==> config.mk <==
export PLATFORM = sky130hd
export DESIGN_NAME = regfile_wport_arbiter
export DESIGN_NICKNAME = d
export VERILOG_FILES = /design/src/rtl/regfile_wport_arbiter_pkg.sv /design/src/rtl/regfile_wport_arbiter_rr_arbiter.sv /design/src/rtl/regfile_wport_arbiter.sv
export SDC_FILE = /design/constraint.sdc
export NUM_CORES = 1
export LEC_CHECK = 0
export BUFFER_PORTS_ARGS = -buffer_cell sky130_fd_sc_hd__buf_2
export CAP_MARGIN = 20
export CORE_MARGIN = 2
export CORE_UTILIZATION = 50
export DETAILED_ROUTE_END_ITERATION = 8
export GPL_TIMING_DRIVEN = 0
export PLACE_DENSITY = 0.86
export SLEW_MARGIN = 40
export SYNTH_ARGS = -nofsm -noshare
export SYNTH_HDL_FRONTEND = slang
export SYNTH_SLANG_ARGS = --single-unit
==> constraint.sdc <==
create_clock -name Clk -period 5.6 [get_ports Clk]
set_input_delay 0.84 -clock Clk [delete_from_list [all_inputs] [get_ports Clk]]
set_output_delay 0.84 -clock Clk [all_outputs]
set_load 0.02 [all_outputs]
==> src/rtl/regfile_wport_arbiter_pkg.sv <==
// -----------------------------------------------------------------------------
// regfile_wport_arbiter_pkg
// Shared constants for the register-file write-port arbiter: requester count,
// data/address widths, the index of the writeback requester, the hard-wired
// zero register address, and a helper that decodes an address to a one-hot
// register mask for the busy scoreboard.
// -----------------------------------------------------------------------------
package regfile_wport_arbiter_pkg;

  localparam int NUM_REQ  = 3;
  localparam int DATA_W   = 32;
  localparam int ADDR_W   = 5;
  localparam int NUM_REGS = 32;

  // Requester 0 is the pipeline writeback stage and always wins.
  localparam int REQ_WB = 0;

  // Register 0 is hard-wired; writes are swallowed and it is never busy.
  localparam logic [ADDR_W-1:0] REG_ZERO = 5'd0;

  // One-hot decode of a register address into the scoreboard bit space.
  function automatic logic [NUM_REGS-1:0] addrOneHot(input logic [ADDR_W-1:0] addr);
    addrOneHot = NUM_REGS'(1) << addr;
  endfunction

endpackage

==> src/rtl/regfile_wport_arbiter_rr_arbiter.sv <==
// -----------------------------------------------------------------------------
// regfile_wport_arbiter_rr_arbiter
// Round-robin grant among requesters 1..NUM_REQ-1 (bit 0 of reqValid is
// ignored). The search starts at rrPtr_r and wraps from NUM_REQ-1 back to 1.
// After a grant to k, the pointer moves to k+1 (wrapping to 1).
// Ports:
//   clk      in  clock
//   reset    in  asynchronous active-high reset (pointer returns to 1)
//   enable   in  arbitration allowed this cycle (writeback idle, not in reset)
//   reqValid in  per-requester request
//   grant    out one-hot grant (combinational), bit 0 always 0
// -----------------------------------------------------------------------------
module regfile_wport_arbiter_rr_arbiter #(
  parameter int NUM_REQ = 3,
  parameter int PTR_W   = $clog2(NUM_REQ)
) (
  input  logic               clk,
  input  logic               reset,
  input  logic               enable,
  input  logic [NUM_REQ-1:0] reqValid,
  output logic [NUM_REQ-1:0] grant
);

  logic [PTR_W-1:0] rrPtr_r;
  logic [PTR_W-1:0] nextPtr_s;

  // Search from the pointer for the first valid requester and derive the next pointer.
  always_comb begin : rrSearch
    logic             found;
    logic [PTR_W-1:0] idx;
    grant     = '0;
    nextPtr_s = rrPtr_r;
    found     = 1'b0;
    idx       = '0;
    for (int off = 0; off < NUM_REQ - 1; off++) begin
      idx = PTR_W'(((int'(rrPtr_r) - 1 + off) % (NUM_REQ - 1)) + 1);
      if (enable && !found && reqValid[idx]) begin
        grant[idx] = 1'b1;
        found      = 1'b1;
        if (idx == PTR_W'(NUM_REQ - 1)) begin
          nextPtr_s = PTR_W'(1);
        end else begin
          nextPtr_s = idx + PTR_W'(1);
        end
      end else begin
        found = found;
      end
    end
  end

  // Pointer register; only advances when a round-robin grant is issued.
  always_ff @(posedge clk or posedge reset) begin
    if (reset) begin
      rrPtr_r <= PTR_W'(1);
    end else if (|grant) begin
      rrPtr_r <= nextPtr_s;
    end else begin
      rrPtr_r <= rrPtr_r;
    end
  end

endmodule

==> src/rtl/regfile_wport_arbiter.sv <==
// -----------------------------------------------------------------------------
// regfile_wport_arbiter
// Shares the register file's single write port between the writeback stage
// (requester 0, absolute priority) and long-latency producers (requesters
// 1..NUM_REQ-1, round-robin). Also tracks which registers await a
// long-latency result so hazard logic can stall readers.
// Ports:
//   Clk         in  clock
//   reset       in  asynchronous active-high reset
//   req_valid   in  per-requester write request
//   req_addr    in  packed destination registers (ADDR_W per requester)
//   req_data    in  packed write data (DATA_W per requester)
//   req_ready   out one-hot grant, combinational from req_valid
//   claim_valid in  long-latency op issued this cycle
//   claim_addr  in  its destination register
//   RegWrite    out registered register-file write enable
//   WriteReg    out registered write address
//   WriteData   out registered write data
//   busy_mask   out registers awaiting a long-latency result
//   claim_err   out sticky: a claim hit a register that was still busy
// -----------------------------------------------------------------------------
module regfile_wport_arbiter #(
  parameter int NUM_REQ = regfile_wport_arbiter_pkg::NUM_REQ,
  parameter int DATA_W  = regfile_wport_arbiter_pkg::DATA_W,
  parameter int ADDR_W  = regfile_wport_arbiter_pkg::ADDR_W
) (
  input  logic                      Clk,
  input  logic                      reset,
  input  logic [NUM_REQ-1:0]        req_valid,
  input  logic [NUM_REQ*ADDR_W-1:0] req_addr,
  input  logic [NUM_REQ*DATA_W-1:0] req_data,
  output logic [NUM_REQ-1:0]        req_ready,
  input  logic                      claim_valid,
  input  logic [ADDR_W-1:0]         claim_addr,
  output logic                      RegWrite,
  output logic [ADDR_W-1:0]         WriteReg,
  output logic [DATA_W-1:0]         WriteData,
  output logic [31:0]               busy_mask,
  output logic                      claim_err
);

  import regfile_wport_arbiter_pkg::*;

  logic [NUM_REQ-1:0] rrGrant_s;
  logic               rrEnable_s;
  logic               handshake_s;
  logic               fromRr_s;
  logic [ADDR_W-1:0]  selAddr_s;
  logic [DATA_W-1:0]  selData_s;
  logic [31:0]        setMask_s;
  logic [31:0]        clearMask_s;
  logic [31:0]        busyNext_s;
  logic               errHit_s;

  // Round-robin only runs when writeback is idle and reset is released.
  assign rrEnable_s = !reset && !req_valid[REQ_WB];

  regfile_wport_arbiter_rr_arbiter #(
    .NUM_REQ (NUM_REQ)
  ) u_rr (
    .clk      (Clk),
    .reset    (reset),
    .enable   (rrEnable_s),
    .reqValid (req_valid),
    .grant    (rrGrant_s)
  );

  // Grant: writeback first, otherwise the round-robin winner; nothing during reset.
  always_comb begin
    req_ready = '0;
    if (reset) begin
      req_ready = '0;
    end else if (req_valid[REQ_WB]) begin
      req_ready[REQ_WB] = 1'b1;
    end else begin
      req_ready = rrGrant_s;
    end
  end

  // Mux the granted requester's address/data; ready implies valid, so any ready bit is a handshake.
  always_comb begin
    handshake_s = 1'b0;
    fromRr_s    = 1'b0;
    selAddr_s   = '0;
    selData_s   = '0;
    for (int i = 0; i < NUM_REQ; i++) begin
      if (req_ready[i]) begin
        handshake_s = 1'b1;
        fromRr_s    = (i != REQ_WB);
        selAddr_s   = req_addr[i*ADDR_W +: ADDR_W];
        selData_s   = req_data[i*DATA_W +: DATA_W];
      end else begin
        handshake_s = handshake_s;
      end
    end
  end

  // Scoreboard next state: clear on long-latency writeback, set on claim (set wins), r0 never busy.
  always_comb begin
    if (handshake_s && fromRr_s) begin
      clearMask_s = addrOneHot(selAddr_s);
    end else begin
      clearMask_s = '0;
    end
    if (claim_valid && (claim_addr != REG_ZERO)) begin
      setMask_s = addrOneHot(claim_addr);
    end else begin
      setMask_s = '0;
    end
    busyNext_s = ((busy_mask & ~clearMask_s) | setMask_s) & ~32'h0000_0001;
    errHit_s   = |(setMask_s & busy_mask & ~clearMask_s);
  end

  // Write-port output registers; address/data hold when no handshake.
  always_ff @(posedge Clk or posedge reset) begin
    if (reset) begin
      RegWrite  <= 1'b0;
      WriteReg  <= '0;
      WriteData <= '0;
    end else if (handshake_s) begin
      RegWrite  <= (selAddr_s != REG_ZERO);
      WriteReg  <= selAddr_s;
      WriteData <= selData_s;
    end else begin
      RegWrite  <= 1'b0;
      WriteReg  <= WriteReg;
      WriteData <= WriteData;
    end
  end

  // Busy scoreboard and sticky claim error.
  always_ff @(posedge Clk or posedge reset) begin
    if (reset) begin
      busy_mask <= '0;
      claim_err <= 1'b0;
    end else begin
      busy_mask <= busyNext_s;
      claim_err <= claim_err | errHit_s;
    end
  end

endmodule

; Word level (Yosys, flattened, before mapping)
; Index checks and enable logic that the tools add are counted.
[totals]
regBits = 72
input_bits = 122
wordCells = 78
out_inout_bits = 74
[classes]
n_mux = 32
bitwise_logic = 9
order_cmp = 4
addsub = 6
shift = 2
reduce_logical = 17
eq_ne = 2
[ops]
columns = cell, n
row1 = two-way mux 32 bit, 5
row2 = bitwise AND 32 bit, 3
row3 = left shift 1 x 5 -> 32 bit (first input constant), 2
row4 = adder 32 x 2 -> 32 bit (second input constant), 1
row5 = inverter 32 bit, 1
row6 = bitwise OR 32 bit, 1
row7 = OR reduction 32 bit, 1
row8 = two-way mux 5 bit, 3
row9 = two-way mux 1 bit, 12
row10 = two-way mux 2 bit, 5
row11 = nonzero test 5 bit, 2
row12 = two-way mux 3 bit, 3
row13 = logical AND 1 bit, 8
row14 = less-than comparator 2 x 3 -> 1 bit (second input constant), 2
row15 = adder 2 x 1 -> 2 bit (second input constant), 2
row16 = adder 2 bit (second input constant), 2
row17 = binary-select mux 1 bit (select 2 bit), 2
row18 = demux 1 bit (select 2 bit), 2
row19 = == test 2 bit (second input constant), 2
row20 = greater-or-equal comparator 2 x 1 -> 1 bit (second input constant), 2
row21 = zero test 1 bit, 3
row22 = bitwise OR 3 bit, 1
row23 = OR reduction 3 bit, 1
row24 = subtractor 2 x 1 -> 3 bit (second input constant), 1
row25 = 4 further kinds, 5

; Logic depth before layout (Yosys ltp)
[depth]
depth_word = 22
mapped_depth = 11
mapped_depth_nobuf = 10

; Modules after synthesis
; From an unflattened synthesis, not the netlist that was laid out.
[hier_totals]
cells_unflattened = 504
area_unflattened_um2 = 4197.8
[by_module_without_submodules]
columns = mod, cells_per_inst, n_inst, area_per_inst_um2, seq_area_each_um2
row1 = regfile_wport_arbiter, 490, 1, 4065.1, 1751.7
row2 = regfile_wport_arbiter_rr_arbiter, 14, 1, 132.6, 51.3

; Least setup slack after synthesis
; OpenSTA, ideal clock, no wires.
[synth_timing]
kind = input -> register
from = in reset
to = reg claim_err
stages = 10
path_buffers = 0
arrival_ns = 3.335
t_required_ns = 5.462
setup_time_ns = 0.138
setup_slack_ns = 2.128
path_cell_list = inv_2 > nand2_2 > inv_2 > a32oi_1 > mux2_2 > nor3_4 > a21oi_1 > a2111oi_2 > and4bb_1 > nand4_1
[synth_via]
elab_chain_cells = 19
elab_cells_between_ends = 28
classes_between = shift: 1 / mux: 15 / bitwise: 4 / reduce/logical: 8
[synth_lines]
columns = element, line_no
row1 = from (decl), regfile_wport_arbiter.sv:28  ; input logic reset,
row2 = zero test 1 bit (no source line), n/a
row3 = logical AND 1 bit, regfile_wport_arbiter.sv:56  ; assign rrEnable_s = !reset && !req_valid[REQ_WB];
row4 = logical AND 1 bit, regfile_wport_arbiter_rr_arbiter.sv:37  ; if (enable && !found && reqValid[idx]) begin
row5 = two-way mux 1 bit, regfile_wport_arbiter_rr_arbiter.sv:37
row6 = zero test 1 bit, regfile_wport_arbiter_rr_arbiter.sv:37
row7 = logical AND 1 bit (2 in series), regfile_wport_arbiter_rr_arbiter.sv:37
row8 = two-way mux 3 bit, regfile_wport_arbiter_rr_arbiter.sv:37
row9 = two-way mux 1 bit, regfile_wport_arbiter.sv:73  ; end else if (req_valid[REQ_WB]) begin
row10 = two-way mux 3 bit (*), regfile_wport_arbiter.sv:71  ; if (reset) begin
row11 = two-way mux 5 bit or two-way mux 1 bit (tied branches) (3 in series), regfile_wport_arbiter.sv:87  ; if (req_ready[i]) begin
row12 = left shift 1 x 5 -> 32 bit or logical AND 1 bit (tied branches), "regfile_wport_arbiter_pkg.sv:23, regfile_wport_arbiter.sv:100"
row13 = two-way mux 32 bit (*), regfile_wport_arbiter.sv:100  ; if (handshake_s && fromRr_s) begin
row14 = inverter 32 bit (*), regfile_wport_arbiter.sv:111  ; errHit_s = |(setMask_s & busy_mask & ~clearMask_s);
row15 = bitwise AND 32 bit (*), regfile_wport_arbiter.sv:111
row16 = OR reduction 32 bit (*), regfile_wport_arbiter.sv:111
row17 = bitwise OR 1 bit (*), regfile_wport_arbiter.sv:138  ; claim_err <= claim_err | errHit_s;
row18 = to (signal assigned), regfile_wport_arbiter.sv:138
row19 = to (decl), regfile_wport_arbiter.sv:39  ; output logic claim_err
; Mark *: on every way between the ends. The rest lies on a longest branch, timed or not.
; A chain may end at the register's enable or synchronous reset.

; Final worst setup path
[layout_timing]
from = in reset
to = out req_ready[0]
[layout_via]
elab_chain_cells = 10
elab_cells_between_ends = 12
classes_between = mux: 5 / bitwise: 1 / reduce/logical: 6
[layout_lines]
columns = element, line_no
row1 = zero test 1 bit (no source line), n/a
row2 = logical AND 1 bit, regfile_wport_arbiter.sv:56
row3 = logical AND 1 bit, regfile_wport_arbiter_rr_arbiter.sv:37
row4 = two-way mux 1 bit, regfile_wport_arbiter_rr_arbiter.sv:37
row5 = zero test 1 bit, regfile_wport_arbiter_rr_arbiter.sv:37
row6 = logical AND 1 bit (2 in series), regfile_wport_arbiter_rr_arbiter.sv:37
row7 = two-way mux 3 bit, regfile_wport_arbiter_rr_arbiter.sv:37
row8 = two-way mux 1 bit, regfile_wport_arbiter.sv:73
row9 = two-way mux 3 bit (*), regfile_wport_arbiter.sv:71
row10 = to (decl), regfile_wport_arbiter.sv:32  ; output logic [NUM_REQ-1:0] req_ready,
; Marked as above.

==> results.toml <==
[yosys]
synthTopCellsByArea = "dfrtp_1 (45%), a222oi_1 (6.9%), nand2_1 (5.8%)"
syn_inst = 422
yosysWarningCount = 0
synth_area_leader_cell = "dfrtp_1"
syn_nets = 544
avgSynthCellArea_um2 = 9.26
synth_commonest_cells = "dfrtp_1 (71), nand2_1 (60), nor2_1 (45), a21oi_1 (35), o21ai_0 (32)"
syn_area_um2 = 3910
yosysUniqueCellTypes = 62
yosysMostFrequentCell = "dfrtp_1"
synth_top_area_frac = 0.455
synthFlopType = "dfrtp_1"
synth_edf_count = 0
ys_ff_latch = 72
async_flop_share = 1.00
yosysSeqAreaShare = 0.461

[routing]
ant_nets = 0
viasPerCell = 5.93
drtIter0Drc = 346
dr.pass1.iters = 8
routed_wl_um = 13200
wl_per_cell_um = 17.9
via_count = 4349
drc = 0

[cts]
worst_skew_pair.late_latency_ps = 360
ctsHoldBuffers = 0
cts_setup_buffers = 0
cts_tree = "yes"
cts.sinks = 72
numCtsBuffers = 9
path_clk_slew_ps = 80
htree_levels = 3
cts_resized = 0
cts_buffer_depth = 2
root_buffer = "clkbuf_8"

[critical_path]
crit_slowest_cell = "clkbuf_1"
timing.rr.start = "u_rr.rrPtr_r[0]"
crit_arrival_ps = 2730
r2r_slack_ps = 2830
worstSetupPathType = "in2out"
r2r_end = "claim_err"
required_ps = 4760
cp_cell_sequence = "buf_2 -> inv_6 -> nand2_2 -> inv_2 -> clkbuf_1 -> clkbuf_1 -> buf_2"
r2r_cells = 11
cp-start-kind = "input port"
end_kind = "output pin"
critPathMaxStageDelay_ps = 510
worstPathMaxFanout = 37

[floorplan]
die_h_um = 92.4
dieArea_um2 = 8540
core_area_um2 = 7650
fp.dieW_um = 92.4
num_io_pins = 196
rows = 32
initial_utilization = 0.511

[sta]
tns_ps = 0
worst_slack_ps = 2030
clock.fmax_mhz = 280
finalMaxSlewViolations = 0
setup_viol = 0
hold_violations = 0
period_share = 0.637
worst_pin_slew_ps = 627
fin_crit_ps = 3570
skew_ps = 15.4
max_slew_margin = 0.580
rsz0062_at_grt = "no"

[run]
drv_cap = 0

[placement]
gp_congestion = 0.954
post-dp-hpwl_um = 10100
io_buffers = 192
place_ws_ps = 2050
dp_cells = 717

[hold_path]
min_path_type = "reg2reg"
whs_path_depth = 2
hp-start = "WriteReg[3]"
min_to = "WriteReg[3]"

[pwr]
ir_worst_vdd_v = 0.000212
leakage_nw = 2.46
p_total_mw = 1.89
powerDensity_nw_per_um2 = 360

[final_layout]
stdcell_count = 733
utilization = 0.687
fillerInstances = 675
drive_gt1_frac = 0.387
area_growth_pct = 34.4
diodes = 0
nets = 748

[global_route]
grt_start_max_net_pins = 38
antenna_found_initial = 0
grt_use_total = 0.309
grt-ovfl-total = 0
grt_pass1_vias = 4038
grt_first_pass_wirelength_um = 20600

[outcome]
status = "complete, no violations"
[metal layers]
layer  part of all wire  GRT usage
met1               0.43      0.444
met2               0.46      0.473
met3              0.077     0.0464
met4              0.025      0.122
met5                  0          0
[worst max-delay path, delay by kind of cell]
family,cells,cell delay (ps)
AND/OR/NAND/NOR,1,150
buffers and inverters,6,1740
[flip-flops by register name, summed over array words and instances (netlist names)]
| register | flops |
|---|---|
| WriteReg | 5 |
| u_rr.rrPtr_r | 2 |
| WriteData | 32 |
| RegWrite | 1 |
| busy_mask | 31 |
| claim_err | 1 |
[power breakdown]
group	total, mW	switching, mW	internal, mW
combinational	0.668	0.428	0.240
clock	0.479	0.204	0.275
sequential	0.745	0.0876	0.657
[layout make-up]
class	instances	area, µm²	share of cell area
Buffer	32	160	0.0305
Clock buffer	11	151	0.0288
Clock inverter	5	78.8	0.0150
Inverter	6	27.5	0.00524
Multi-Input combinational cell	312	1920	0.366
Sequential cell	72	1800	0.343
Tap cell	102	128	0.0243
Timing Repair Buffer	193	981	0.187
[worst max-delay path by stage]
stage / from / endpoint / slack [ps] / cells past startpoint
floorplan: reset / claim_err / 2130 / 10
detailed placement: reset / req_ready[0] / 2050 / 7
CTS: reset / req_ready[0] / 2040 / 7
global placement: reset / req_ready[0] / 1150 / 7
finish: reset / req_ready[0] / 2030 / 7
global route: reset / req_ready[0] / 1900 / 7
[placed cells by master (no fill, tap or decap), drive strengths merged, types with 3 or more instances in the layout]
cell | synthesis | layout
a31oi | 5 | 5
and2 | 4 | 4
a21o | 9 | 9
a222oi | 27 | 27
clkbuf | 23 | 34
nand4 | 5 | 5
dfrtp | 71 | 71
o31ai | 3 | 3
nor2b | 6 | 6
or2 | 3 | 3
o2111ai | 5 | 5
nand2 | 61 | 61
a22oi | 6 | 6
o21ai | 32 | 32
nand3b | 4 | 4
nand3 | 14 | 14
buf | 9 | 202
nor3b | 3 | 3
inv | 6 | 6
clkinv | 0 | 3
nor3 | 7 | 7
a21oi | 36 | 36
o21bai | 3 | 3
a32o | 5 | 5
a211o | 3 | 3
nor2 | 46 | 46
[stage by stage]
stage	hold slack (ps)	area (µm²)
global route	501	5250
global placement	456	5000
finish	479	5250
detailed placement	463	5020
CTS	483	5250
floorplan	494	3910
[logic make-up after synthesis]
family / Yosys count / synth area share
AO/OA/AOI/OAI: 146 / 0.267
buffers and inverters: 38 / 0.0467
flip-flops: 72 / 0.461
other: 1 / 0.000959
multiplexers: 3 / 0.0125
AND/OR/NAND/NOR: 162 / 0.212
No activity file was read; power rests on OpenSTA's default activity.
